### src/rtl/mem_map_pkg.sv
// Shared constants and the window-table entry type for the address-window decoder.
package mem_map_pkg;

  localparam int unsigned ADDR_W_DEF   = 32;
  localparam int unsigned WIN_BITS_DEF = 10;
  // Prefixes are stored right-aligned in a fixed-width field so the entry type is parameter-independent
  localparam int unsigned PFX_MAX_W    = 64;
  localparam int unsigned MISS_CNT_W   = 16;
  localparam logic [MISS_CNT_W-1:0] MISS_CNT_SAT = '1;

  typedef struct packed {
    logic                 en;
    logic [PFX_MAX_W-1:0] prefix;
  } win_entry_t;

endpackage

### src/rtl/mem_window_map_win_match.sv
// Single-window comparator: flags an enabled window whose prefix equals the address prefix.
module win_match
  import mem_map_pkg::*;
(
  input  win_entry_t           entry,
  input  logic [PFX_MAX_W-1:0] addr_pfx,
  output logic                 match_c
);

  assign match_c = entry.en && (entry.prefix == addr_pfx);

endmodule

### src/rtl/mem_window_map.sv
// Programmable address-window decoder with registered response and sticky miss statistics.
// Optional overlap detection is built when MEM_WINDOW_OVERLAP_CHK_EN is defined.
module mem_window_map
  import mem_map_pkg::*;
#(
  parameter int unsigned ADDR_W   = ADDR_W_DEF,
  parameter int unsigned WIN_BITS = WIN_BITS_DEF,
  parameter int unsigned NUM_WIN  = 4,
  parameter int unsigned IDX_W    = (NUM_WIN > 1) ? $clog2(NUM_WIN) : 1
) (
  input  logic                  clk,
  input  logic                  reset,
  input  logic                  cfg_we,
  input  logic [IDX_W-1:0]      cfg_idx,
  input  logic [ADDR_W-1:0]     cfg_prefix,
  input  logic                  cfg_en,
  input  logic                  req_valid,
  input  logic [ADDR_W-1:0]     req_addr,
  output logic                  rsp_valid,
  output logic [NUM_WIN-1:0]    rsp_sel,
  output logic [IDX_W-1:0]      rsp_idx,
  output logic [WIN_BITS-1:0]   rsp_ram_addr,
  output logic                  rsp_miss,
  input  logic                  clr_stats,
  output logic [MISS_CNT_W-1:0] miss_count,
  output logic [ADDR_W-1:0]     first_miss_addr
`ifdef MEM_WINDOW_OVERLAP_CHK_EN
  ,
  output logic                  overlap_err
`endif
);

  win_entry_t tbl_q [NUM_WIN];
  win_entry_t tbl_d [NUM_WIN];

  logic [PFX_MAX_W-1:0]  req_pfx;
  logic [PFX_MAX_W-1:0]  cfg_pfx;
  logic [NUM_WIN-1:0]    match;
  logic [NUM_WIN-1:0]    sel_c;
  logic [IDX_W-1:0]      idx_c;
  logic                  hit_c;

  logic                  rsp_valid_q, rsp_valid_d;
  logic [NUM_WIN-1:0]    rsp_sel_q, rsp_sel_d;
  logic [IDX_W-1:0]      rsp_idx_q, rsp_idx_d;
  logic [WIN_BITS-1:0]   rsp_ram_addr_q, rsp_ram_addr_d;
  logic                  rsp_miss_q, rsp_miss_d;
  logic [MISS_CNT_W-1:0] miss_count_q, miss_count_d;
  logic [ADDR_W-1:0]     first_miss_addr_q, first_miss_addr_d;

  assign req_pfx = PFX_MAX_W'(req_addr >> WIN_BITS);
  assign cfg_pfx = PFX_MAX_W'(cfg_prefix >> WIN_BITS);

  for (genvar g = 0; g < NUM_WIN; g++) begin : g_win
    win_match u_match (
      .entry    (tbl_q[g]),
      .addr_pfx (req_pfx),
      .match_c  (match[g])
    );
  end

  // Lowest matching index wins; scanning downward lets the lowest overwrite
  always_comb begin
    sel_c = '0;
    idx_c = '0;
    for (int i = NUM_WIN - 1; i >= 0; i--) begin
      if (match[i]) begin
        sel_c    = '0;
        sel_c[i] = 1'b1;
        idx_c    = IDX_W'(i);
      end
    end
  end

  assign hit_c = |match;

  // Out-of-range indices never equal any loop value, so such writes drop out
  always_comb begin
    tbl_d = tbl_q;
    if (cfg_we) begin
      for (int i = 0; i < NUM_WIN; i++) begin
        if (cfg_idx == IDX_W'(i)) begin
          tbl_d[i].en     = cfg_en;
          tbl_d[i].prefix = cfg_pfx;
        end
      end
    end
  end

  always_comb begin
    rsp_valid_d       = req_valid;
    rsp_sel_d         = req_valid ? sel_c : '0;
    rsp_miss_d        = req_valid && !hit_c;
    rsp_idx_d         = req_valid ? idx_c : rsp_idx_q;
    rsp_ram_addr_d    = req_valid ? req_addr[WIN_BITS-1:0] : rsp_ram_addr_q;
    miss_count_d      = miss_count_q;
    first_miss_addr_d = first_miss_addr_q;
    if (clr_stats) begin
      miss_count_d      = '0;
      first_miss_addr_d = '0;
    end else if (rsp_miss_d) begin
      if (miss_count_q == '0) first_miss_addr_d = req_addr;
      if (miss_count_q != MISS_CNT_SAT) miss_count_d = miss_count_q + MISS_CNT_W'(1);
    end
  end

  always_ff @(posedge clk) begin
    if (reset) begin
      for (int i = 0; i < NUM_WIN; i++) tbl_q[i] <= '0;
      rsp_valid_q       <= 1'b0;
      rsp_sel_q         <= '0;
      rsp_idx_q         <= '0;
      rsp_ram_addr_q    <= '0;
      rsp_miss_q        <= 1'b0;
      miss_count_q      <= '0;
      first_miss_addr_q <= '0;
    end else begin
      tbl_q             <= tbl_d;
      rsp_valid_q       <= rsp_valid_d;
      rsp_sel_q         <= rsp_sel_d;
      rsp_idx_q         <= rsp_idx_d;
      rsp_ram_addr_q    <= rsp_ram_addr_d;
      rsp_miss_q        <= rsp_miss_d;
      miss_count_q      <= miss_count_d;
      first_miss_addr_q <= first_miss_addr_d;
    end
  end

  assign rsp_valid       = rsp_valid_q;
  assign rsp_sel         = rsp_sel_q;
  assign rsp_idx         = rsp_idx_q;
  assign rsp_ram_addr    = rsp_ram_addr_q;
  assign rsp_miss        = rsp_miss_q;
  assign miss_count      = miss_count_q;
  assign first_miss_addr = first_miss_addr_q;

`ifdef MEM_WINDOW_OVERLAP_CHK_EN
  logic multi_c;
  logic overlap_err_q, overlap_err_d;

  // Clearing the lowest set bit leaves something only when two or more windows match
  assign multi_c = |(match & (match - NUM_WIN'(1)));

  always_comb begin
    overlap_err_d = overlap_err_q;
    if (clr_stats)                 overlap_err_d = 1'b0;
    else if (req_valid && multi_c) overlap_err_d = 1'b1;
  end

  always_ff @(posedge clk) begin
    if (reset) overlap_err_q <= 1'b0;
    else       overlap_err_q <= overlap_err_d;
  end

  assign overlap_err = overlap_err_q;
`endif

endmodule

### config.mk
export PLATFORM = sky130hd
export DESIGN_NAME = mem_window_map
export DESIGN_NICKNAME = d
export VERILOG_FILES = /design/src/rtl/mem_map_pkg.sv /design/src/rtl/mem_window_map_win_match.sv /design/src/rtl/mem_window_map.sv
export SDC_FILE = /design/constraint.sdc
export NUM_CORES = 1
export LEC_CHECK = 0
export CELL_PAD_IN_SITES_DETAIL_PLACEMENT = 0
export CELL_PAD_IN_SITES_GLOBAL_PLACEMENT = 1
export CORE_UTILIZATION = 37
export CTS_BUF_LIST = sky130_fd_sc_hd__clkbuf_8
export DETAILED_ROUTE_END_ITERATION = 6
export MAX_ROUTING_LAYER = met4
export PLACE_DENSITY = 0.75
export SLEW_MARGIN = 40
export SYNTH_ARGS = -nofsm -noshare
export SYNTH_HDL_FRONTEND = slang
export SYNTH_HIERARCHICAL = 1
export SYNTH_SLANG_ARGS = --single-unit
### constraint.sdc
create_clock -name clk -period 2.84 [get_ports clk]
set_clock_uncertainty 0.15 [all_clocks]
set_input_delay 0.71 -clock clk [delete_from_list [all_inputs] [get_ports clk]]
set_output_delay 0.71 -clock clk [all_outputs]
set_load 0.02 [all_outputs]
# Word level (Yosys, flattened, before mapping)
# Index checks and enable logic that the tools add are counted.
# op_classes
div,0
mux,8
shift,0
reduce_logical,20
bitwise_logic,1
mul,0
order_cmp,0
eq_ne,8
n_addsub,1
# ops
operator,n
equality test 22 bit,4
"adder 16 x 1 -> 16 bit, second input constant",1
logical NOT 16 bit,1
"!= test 16 bit, second input constant",1
AND reduction 2 bit,6
two-way mux 2 bit,5
OR reduction 4 bit,2
logical AND 1 bit,5
OR reduction 5 bit,1
"equality test 2 bit, second input constant",2
two-way mux 4 bit,1
OR reduction 2 bit,2
two-way mux 3 bit,1
OR reduction 3 bit,1
"equality test 2 x 1 -> 1 bit, second input constant",1
logical NOT 2 bit,1
logical NOT 1 bit,1
two-way mux 1 bit,1
NOT 1 bit,1
# totals
rom_bits,0
reg_bits,158
mem_bits_rw,0
mem_count,0
out_inout_bits,66
latchBits,0

# Longest topological paths before layout
# depth
word_depth,6
ltp_mapped,11

# Cells and area by module
# The synthesis kept the hierarchy.
# by_module_without_submodules
mod,area_each_um2,cells_per_inst,n_inst,seq_area_each_um2
mem_window_map,5924.4,721,1,3163.0
win_match,787.0,113,4,0.0

# Worst setup path after synthesis
# Ideal clock, no wire load.
# synth_path
path_kind,input to register
startpoint,in req_addr[21]
endpoint,"reg miss_count_q[0], in the netlist miss_count[0]"
arrival_ns,2.556
n_path_buf,2
stages,11
slack_ns,0.002
cell_sequence,xnor2_1 -> nand4_1 -> nor4_1 -> nand3_1 -> nor4_2 -> nor4_4 -> and2_1 -> buf_2 -> buf_2 -> nand3_1 -> a21oi_1
# synth_via
elab_chain_len,6
word_cells_on_any_way,12
# synth_rtl
element,line_no,rtl
from (decl),mem_window_map.sv:18,"input logic [ADDR_W-1:0] req_addr,"
equality test 22 bit,mem_window_map_win_match.sv:10,assign match_c = entry.en && (entry.prefix == addr_pfx);
logical AND 1 bit,mem_window_map_win_match.sv:10,
net match[2],mem_window_map.sv:38,logic [NUM_WIN-1:0] match;
OR reduction 4 bit,mem_window_map.sv:75,assign hit_c = |match;
logical NOT 1 bit,mem_window_map.sv:93,rsp_miss_d = req_valid && !hit_c;
logical AND 1 bit,mem_window_map.sv:93,
AND reduction 2 bit (no line),-,
to (signal assigned),mem_window_map.sv:124,miss_count_q <= miss_count_d;
to (decl),mem_window_map.sv:48,"logic [MISS_CNT_W-1:0] miss_count_q, miss_count_d;"
# The timed path passes the listed nets, and every way through them passes these cells.
# A chain may end at the register's enable or synchronous reset.

# Worst setup path in the final report
# layout_path
startpoint,in req_addr[19]
endpoint,"reg miss_count_q[15], in the netlist miss_count[15]"
# The elaborated chain is that of the path after synthesis.

==> impl_metrics.ini <==
[routing]
drt-vias-per-instance = 4.385
ant_nets = 0
drcViolationCount = 0
num_vias = 9234
first_pass_iters = 6
dr.first_iter.drc_count = 518
wl_per_cell_um = 13.93
wirelength_mm = 29.35

[power]
total_power_mw = 5.244
p_per_area_nw_per_um2 = 377.1
cellInternalPower_mw = 3.530
pwr-share-clk_pct = 35.0
power_frac_comb_pct = 20.7
switchingPower_mw = 1.715
p_leak_nw = 5.495
ir_worst_vdd_v = 0.0003131
pwr-share-seq_pct = 44.3
swShare_pct = 32.69

[global_route]
grt-ovfl-total = 0
grt_pass1_vias = 8531
grt_start_max_net_pins = 107
track_usage_pct = 24.39
antenna_found_initial = 1
grt_pass1_wl_mm = 45.08

[finish]
fin_util_pct = 58.55
layout_common_cells = conb_1, nand2_1, dfxtp_1
stdcell_count = 2106
drive_gt1_share_pct = 12.77
layout_commonest_cell = conb_1
fin_nets = 1846
design_area_um2 = 13910
synthToLayoutAreaGrowth_pct = 53.30

[sta]
period_share_pct = 98.59
hold_violations = 0
drv_slew = 0
setup_viol = 0
max_freq_mhz = 357.2
grt_setup_unrepaired = true
period_minus_slack_ns = 2.800
relSlewSlack_pct = 44.51
worst_pin_slew_ns = 0.8261

[placement]
place_hpwl_mm = 21.18
placed_area_um2 = 12770
globalplace.congestion = 0.8152
port_buffers = 127
place_inst = 2058

[die]
die_w_um = 158.6
fp-row-count = 56
die_y_um = 158.6
pin_count = 138
start_util_pct = 38.20
core-area_um2 = 23750
dieArea_um2 = 25150

[worst_setup_path]
cp_num_buf_inv = 4
crit_type = in -> reg
crit_path_start_kind = input pin
reg2reg_to = miss_count[15]
crit_arrival_ns = 3.00
required_ns = 3.04
crit_start = req_addr[19]
path_depth = 13
cp_slowest_cell = nor4_4
cpMostUsedCell = buf_6
crit_family = simple AND/OR/NAND/NOR gates
worstReg2RegStart = tbl_q[9]
cp_slowest_stage_delay_ns = 0.37
rrSetupSlack_ns = 0.19
end_kind = register
cp_cell_sequence = buf_6, buf_6, buf_6, xnor2_2, nand4_1, nor4_4, nand3_2, nor4_4, buf_4, and4bb_2, nand4_4, o21bai_1, nor3b_2
critical_path.max_fanout = 8
rr_worst_depth = 10

[logic_synthesis]
synth_ff_type = dfxtp_1
synth_edf_count = 0
yosysUniqueCellTypes = 53
avgSynthCellArea_um2 = 7.734
synth_cells = 1173
synth.ff_latch_count = 158
ys_warn_count = 6
ys_seq_area_share_pct = 34.86
synth_area_um2 = 9072
async_flop_share_pct = 0

[clocking]
clkSinkCount = 158
cts_made_buffers = 17
clock_latency_ns = 0.47
cts_tree = yes
htree_levels = 4
root_buffer = clkbuf_8
cts_hold_buffers = 0
cts.clk_slew.worst_paths_ns = 0.11
clockBufferDepth = 2

[hold_path]
hold_path_startpoint = tbl_q[1]
hp-class = reg -> reg
min_to = tbl_q[1]
whs_path_depth = 2

[run_status]
status = completed

[flow_run]
drv_cap = 0
Yosys cell counts, types with 2 or more instances:
master,count,area [um2]
and2b_2,4,35.03
nor4_4,2,42.54
o21ai_0,41,205.2
clkbuf_1,44,165.2
nand2b_1,13,81.33
nand2_1,200,750.7
xnor2_1,124,1086
or4_1,11,82.58
ha_1,2,25.02
o2bb2ai_1,16,140.1
a21oi_1,140,700.7
nand4_1,36,225.2
buf_4,2,15.01
a2111oi_1,4,40.04
a221oi_1,12,105.1
buf_2,8,40.04
a2111oi_0,4,35.03
and3_1,5,31.28
xor2_1,36,315.3
nor4_1,24,150.1
a22o_1,4,35.03
o2111ai_1,4,35.03
nor3_1,7,35.03
nor3b_1,4,30.03
o22ai_1,32,200.2
nor2b_1,8,50.05
or2_2,2,12.51
a222oi_1,4,40.04
or3_1,3,18.77
o31ai_1,8,60.06
nor4_2,4,50.05
and2_1,3,18.77
nor2_1,20,75.07
nand4_2,2,25.02
a211oi_1,5,37.54
inv_1,99,371.6
mux2i_1,10,100.1
nand3_1,51,255.2
a2111oi_2,4,60.06
dfxtp_1,158,3163
logic make-up (layout without fill, tap and decap cells):
kind of cell             Yosys count  count (layout)  share of synthesized area [%]
multiplexers                      10              10                          1.103
adder cells (fa/ha/maj)            2               2                         0.2758
buffers and inverters            153             349                          6.523
XOR/XNOR                         160             160                          15.45
other                              1             418                        0.04133
flip-flops                       158             158                          34.86
AND/OR/NAND/NOR                  408             409                          22.80
AO/OA/AOI/OAI                    281             281                          18.95
per-layer routing:
metal,global-route usage [%],vias up,wire [um]
met3,3.348,32,826
met1,30.98,4202,13870
met2,40.52,130,14140
met5,-,-,0
li1,-,4870,-
met4,6.456,0,516
how the worst max path moves through the flow:
stage	to	slack, ns
after global placement	first_miss_addr[24]	-1.0
after floorplan	miss_count[0]	0.002
after detailed placement	miss_count[12]	-1.01
after global routing	miss_count[15]	-0.03
after CTS	miss_count[2]	0.0003
final	miss_count[15]	0.04
power by group through the flow:
stage	combinational [mW]	sequential, mW	clock [mW]
after floorplan	0.567	2.40	0
after global placement	0.967	2.37	0
after detailed placement	0.968	2.37	0
after CTS	1.01	2.32	1.90
after global routing	1.20	2.33	1.97
final	1.08	2.33	1.84
worst min-delay path: cells and delay by family (launching register included):
kind | cells | cell delay (ns)
DFF | 1 | 0.32
and+or+nand+nor | 1 | 0.05
AOI/OAI and AO/OA | 1 | 0.05
sequential cells by signal, indices dropped and copies added (netlist names):
name             count
tbl_q               92
first_miss_addr     32
miss_count          16
rsp_ram_addr        10
rsp_sel              4
rsp_idx              2
rsp_miss             1
rsp_valid            1
cell type report:
class | count | area, um2
antenna | 2 | 5.005
clock buffer | 17 | 234.0
clock inverter | 15 | 200.2
fill | 2350 | 9844
inverter | 99 | 371.6
multi-input combinational | 1278 | 7447
sequential | 158 | 3163
tap | 319 | 399.1
timing repair buffer | 218 | 2088
stage by stage:
stage | setup WS [ns] | hold WS (ns) | TNS [ns]
after CTS | 0.0003375 | 0.3126 | 0
after global placement | -0.9951 | 0.2907 | -50.47
after detailed placement | -1.010 | 0.2982 | -51.53
final | 0.04016 | 0.3112 | 0
after global routing | -0.03323 | 0.3364 | -0.07443
after floorplan | 0.001734 | 0.2829 | 0
repair_timing:
item / CTS / global route
pin swaps: 49 / 53
setup buffers: 10 / 7
resized for setup: 88 / 76
gates cloned: 1 / 0
setup endpoints to repair: 55 / 49
No activity file was read; power rests on OpenSTA's default activity.
